File: config.mk
export PLATFORM = sky130hd
export DESIGN_NAME = frame_update_scheduler
export DESIGN_NICKNAME = d
export VERILOG_FILES = /design/src/rtl/frame_update_scheduler_pkg.sv /design/src/rtl/frame_update_scheduler_phase_timer.sv /design/src/rtl/frame_update_scheduler.sv
export SDC_FILE = /design/constraint.sdc
export NUM_CORES = 1
export LEC_CHECK = 0
export BUFFER_PORTS_ARGS = -buffer_cell sky130_fd_sc_hd__buf_2
export CORE_ASPECT_RATIO = 0.7
export CORE_MARGIN = 4
export CORE_UTILIZATION = 57
export CTS_BUF_LIST = sky130_fd_sc_hd__clkbuf_8
export CTS_CLUSTER_SIZE = 40
export DETAILED_ROUTE_END_ITERATION = 10
export HOLD_SLACK_MARGIN = 0.06
export PLACE_DENSITY = 0.8
export REMOVE_ABC_BUFFERS = 1
export SLEW_MARGIN = 30
export SYNTH_ARGS = -nofsm -noshare
export SYNTH_HDL_FRONTEND = slang
export SYNTH_SLANG_ARGS = --single-unit
export TNS_END_PERCENT = 100
File: constraint.sdc
create_clock -name dclk -period 2.99 [get_ports dclk]
set_input_delay 0.7475 -clock dclk [delete_from_list [all_inputs] [get_ports dclk]]
set_output_delay 0.7475 -clock dclk [all_outputs]
set_load 0.01 [all_outputs]
File: src/rtl/frame_update_scheduler_pkg.sv
// ---- frame_update_scheduler_pkg : shared states, VGA timing constants, helpers (rev 1.0) ----
`default_nettype none

package frame_update_scheduler_pkg;

  typedef enum logic [1:0] {
    S_IDLE  = 2'd0,
    S_ISSUE = 2'd1,
    S_WAIT  = 2'd2
  } state_t;

  // 640x480@60 timing of the upstream VGA generator
  localparam int HPIXELS = 800;
  localparam int VLINES  = 521;
  localparam int HPULSE  = 96;
  localparam int VPULSE  = 2;
  localparam int HBP     = 144;
  localparam int HFP     = 784;
  localparam int VBP     = 31;
  localparam int VFP     = 511;

  function automatic logic [7:0] sat_inc8(input logic [7:0] v);
    return (v == 8'hFF) ? v : v + 8'd1;
  endfunction

endpackage

`default_nettype wire

File: src/rtl/frame_update_scheduler_phase_timer.sv
// ---- frame_update_scheduler_phase_timer : loadable down-counter with zero flag (rev 1.0) ----
`default_nettype none

module frame_update_scheduler_phase_timer
  import frame_update_scheduler_pkg::*;
#(
  parameter int TW = 13
) (
  input  logic          clk,
  input  logic          rst,
  input  logic          load,
  input  logic          en,
  input  logic [TW-1:0] load_val,
  output logic          zero
);

  logic [TW-1:0] cnt;

  always_ff @(posedge clk or posedge rst) begin
    if (rst) begin
      cnt <= '0;
    end else if (load) begin
      cnt <= load_val;
    end else if (en && (cnt != '0)) begin
      cnt <= cnt - TW'(1);
    end
  end

  assign zero = (cnt == '0);

endmodule

`default_nettype wire

File: src/rtl/frame_update_scheduler.sv
// ---- frame_update_scheduler : runs the engine phases once per frame from vsync (rev 1.0) ----
`default_nettype none

module frame_update_scheduler
  import frame_update_scheduler_pkg::*;
#(
  parameter int NUM_PHASES = 4,
  parameter int TIMEOUT    = 4096,
  parameter int TW         = 13
) (
  input  logic                  dclk,
  input  logic                  clr,
  input  logic                  vsync,
  input  logic                  pause,
  input  logic                  err_clr,
  input  logic [NUM_PHASES-1:0] done,
  output logic [NUM_PHASES-1:0] start,
  output logic                  frame_tick,
  output logic                  update_done,
  output logic                  busy,
  output logic [2:0]            phase,
  output logic [31:0]           frame_count,
  output logic [NUM_PHASES-1:0] timeout_mask,
  output logic [7:0]            overrun_cnt
);

  localparam logic [TW-1:0] TMR_LOAD   = TW'(TIMEOUT - 1);
  localparam logic [2:0]    LAST_PHASE = 3'(NUM_PHASES - 1);

  state_t                  state;
  logic                    vsync_q;
  logic                    fs;
  logic [NUM_PHASES-1:0]   sel;
  logic                    skip;
  logic                    done_sel;
  logic                    tmr_zero;
  logic                    timed_out;
  logic                    adv;
  logic [NUM_PHASES-1:0]   to_set;

  assign fs        = vsync_q & ~vsync;
  assign sel       = NUM_PHASES'(1) << phase;
  assign skip      = pause & (phase != 3'd0);
  // only the current phase's done bit counts; everything else is ignored
  assign done_sel  = |(done & sel);
  assign timed_out = (state == S_WAIT) && !done_sel && tmr_zero;
  assign adv       = ((state == S_ISSUE) && skip) ||
                     ((state == S_WAIT) && (done_sel || tmr_zero));
  assign to_set    = timed_out ? sel : '0;
  assign start     = ((state == S_ISSUE) && !skip) ? sel : '0;
  assign busy      = (state != S_IDLE);

  frame_update_scheduler_phase_timer #(
    .TW (TW)
  ) u_timer (
    .clk      (dclk),
    .rst      (clr),
    .load     (state == S_ISSUE),
    .en       ((state == S_WAIT) && !done_sel),
    .load_val (TMR_LOAD),
    .zero     (tmr_zero)
  );

  always_ff @(posedge dclk or posedge clr) begin
    if (clr) begin
      state        <= S_IDLE;
      vsync_q      <= 1'b1;
      phase        <= 3'd0;
      frame_tick   <= 1'b0;
      update_done  <= 1'b0;
      frame_count  <= 32'd0;
      timeout_mask <= '0;
      overrun_cnt  <= 8'd0;
    end else begin
      vsync_q     <= vsync;
      frame_tick  <= 1'b0;
      update_done <= 1'b0;

      // a new timeout or dropped frame in the clearing cycle survives the clear
      timeout_mask <= (err_clr ? '0 : timeout_mask) | to_set;
      if (fs && (state != S_IDLE)) begin
        overrun_cnt <= sat_inc8(overrun_cnt);
      end else if (err_clr) begin
        overrun_cnt <= 8'd0;
      end

      case (state)
        S_IDLE: begin
          if (fs) begin
            state       <= S_ISSUE;
            phase       <= 3'd0;
            frame_tick  <= 1'b1;
            frame_count <= frame_count + 32'd1;
          end
        end
        S_ISSUE: begin
          if (!skip) begin
            state <= S_WAIT;
          end
        end
        S_WAIT: begin
        end
        default: state <= S_IDLE;
      endcase

      if (adv) begin
        if (phase == LAST_PHASE) begin
          state       <= S_IDLE;
          phase       <= 3'd0;
          update_done <= 1'b1;
        end else begin
          state <= S_ISSUE;
          phase <= phase + 3'd1;
        end
      end
    end
  end

endmodule

`default_nettype wire

==> impl_metrics.ini <==
[drt]
route.vias.total = 2889
drtIter0Drc = 198
drc = 0
drt-total-wl_um = 8240
dr.pass1.iters = 5
vias_per_cell = 5.94
ant_nets = 0
wl_per_cell_um = 16.9

[synthesis]
synth_top_family_by_area = simple AND/OR/NAND/NOR gates
synth_cell_types = 57
syn_avg_cell_area_sq_um = 9.88
synth_area_leaders = dfrtp_1, xnor2_1, nand2_1
ys_seq_area_frac = 0.488
syn_area_sq_um = 3340
yosys.area_share.simple = 0.233
yosysTopAreaCell = dfrtp_1
synthXorXnorAreaFrac = 0.0918
synthMuxAreaShare = 0.0127
synth-compound-area-share = 0.111
synth.top_cell.area_share = 0.480
synth_edf_count = 0
synth_fa_ha_area_frac = 0.0300
synth_cells = 338
synthFlopType = dfrtp_1
async_flop_share = 1.00
ys_ff_latch = 65
yosys_warnings = 0

[floorplanning]
start_util = 0.586
core_area_sq_um = 5700
chipWidth_um = 99.5
io_pins = 63
die-area_sq_um = 7160
die-height_um = 72.0
fp-row-count = 23

[layout]
final_util = 0.701
diodes = 0
fill_cells = 415
drive_gt1_frac = 0.229
syn_to_final_growth_pct = 19.6
final_nets = 423
stdcell_area_sq_um = 3990

[place]
place_hpwl_um = 5920
io_buffer_count = 62
place_area_sq_um = 3740
gp_congestion = 0.895

[critical_path]
critPathMaxFanout = 8
critPathLaunchType = register
critPathRequiredTime_ps = 2240
crit_path_end_kind = output pin
crit_type = reg -> out
cp.arrival_ps = 2090

[clock_network]
ctsResizeCount = 0
cts.path.max_buffers = 2
cts-root-buf = clkbuf_8
worstSkewPairLatency_ps = 330
cts_made_buffers = 9
cts_setup_buffers = 0
cts.sinks = 65
ctsHoldBuffers = 0
htreeDepth = 3
path_clk_slew_ps = 80
cts_tree = yes

[power]
peakVddDrop_mv = 0.534
p_leak_uw = 0.00186
pwr_density_cell_nw_per_um2 = 709

[timing]
slew_violations = 0
fin_crit_sh = 0.951
fin_skew_ps = 9.41
fin_crit_ps = 2840
timing.setup.tns_ps = 0
worst_pin_slew_ps = 947
setup_viol = 0
fmax_ghz = 0.352
rsz0062_at_grt = no
slew_headroom = 0.369
hold_violations = 0

[worst_hold_path]
hold_class = in -> async

[global_routing]
grt-ovfl-total = 0
grt_pass1_wl_um = 14000
grt_max_degree = 27
grt_pass1_vias = 2805
antenna_found_initial = 0
grt.total_usage = 0.242

[status]
status = completed

[job]
cap_violations = 0
[layer usage]
metal | part of all wire | GRT usage
met5 | 0 | 0
met2 | 0.44 | 0.344
met4 | 0.012 | 0.0712
met1 | 0.46 | 0.353
met3 | 0.084 | 0.0817
[through the flow]
step           hold WS [ps]  worst slack (ps)  instances  total power [uW]
2_1_floorplan           494               618        325              1590
3_3_place_gp            455               364        470              1870
3_5_place_dp            463               265        470              1880
4_1_cts                 461               134        486              2830
5_1_grt                 475              9.28        486              2990
6_report                460               148        486              2830
[cells in the mapped netlist (3+ instances only)]
cell      count
a211oi_1      3
a21oi_1       7
a22o_1        3
a22oi_1       3
a311oi_1      4
and2_1        5
and3_1        5
and4_1        5
buf_2         3
clkbuf_1      8
dfrtp_1      64
ha_1          8
inv_1        11
nand2_1      31
nand3_1      21
nand4_1      11
nor2_1       29
nor3_1       16
nor4_1        7
nor4b_1       3
o21ai_0       7
o21ai_1       4
xnor2_1      26
xor2_1        9
[layout make-up]
cell class / count / area [sq um] / share of cell area
Tap cell: 75 / 93.8 / 0.0235
Multi-Input combinational cell: 247 / 1600 / 0.400
Clock inverter: 5 / 103 / 0.0257
Clock buffer: 11 / 151 / 0.0379
Sequential cell: 65 / 1630 / 0.408
Timing Repair Buffer: 70 / 370 / 0.0928
Inverter: 13 / 48.8 / 0.0122
[kinds of logic after synthesis]
| family | after synthesis |
|---|---|
| flops | 65 |
| buf+inv | 26 |
| simple gates | 148 |
| mux | 4 |
| fa+ha+maj | 8 |
| compound gates | 52 |
| xor+xnor | 35 |
[cell usage in the layout, fill, tap and decap left out, drive strengths merged, types with 6 or more instances in the layout]
cell type / instances
inv: 13
nand2: 31
nand4: 11
nand3: 21
a21oi: 8
xor2: 9
nor3: 17
o21ai: 11
clkbuf: 11
nor2: 29
buf: 70
ha: 8
and2: 6
nor4: 8
dfrtp: 64
xnor2: 26
[worst paths after layout]
kind,from,to,slack (ps),cells past startpoint
max,phase[0],start[1],150,7
min,clr,frame_count[5],460,2
max reg2reg,phase[0],u_timer.cnt[6],410,7
min reg2reg,frame_count[31],frame_count[31],470,1
max in group asynchronous,clr,vsync_q,1820,3
min in group dclk,frame_count[31],frame_count[31],470,1
[critical path, cell delays in order (launching register included)]
cell	delay, ps
dfrtp_1	470
inv_1	130
ha_1	250
inv_1	110
o21ai_0	160
nand2_1	140
nor4b_1	320
buf_2	190
[state kept, by name, indices dropped and copies added (netlist names), 2 cells and up]
| signal | cells |
|---|---|
| frame_count | 32 |
| overrun_cnt | 8 |
| phase | 3 |
| state | 2 |
| timeout_mask | 4 |
| u_timer.cnt | 13 |
[power breakdown]
group	leakage, uW	total, uW	switching [uW]	internal, uW
Sequential	0.000830	1090	126	960
Combinational	0.000895	806	533	273
Clock	0.000131	938	339	598
Total	0.00186	2830	999	1830
No activity file was read; power rests on OpenSTA's default activity.
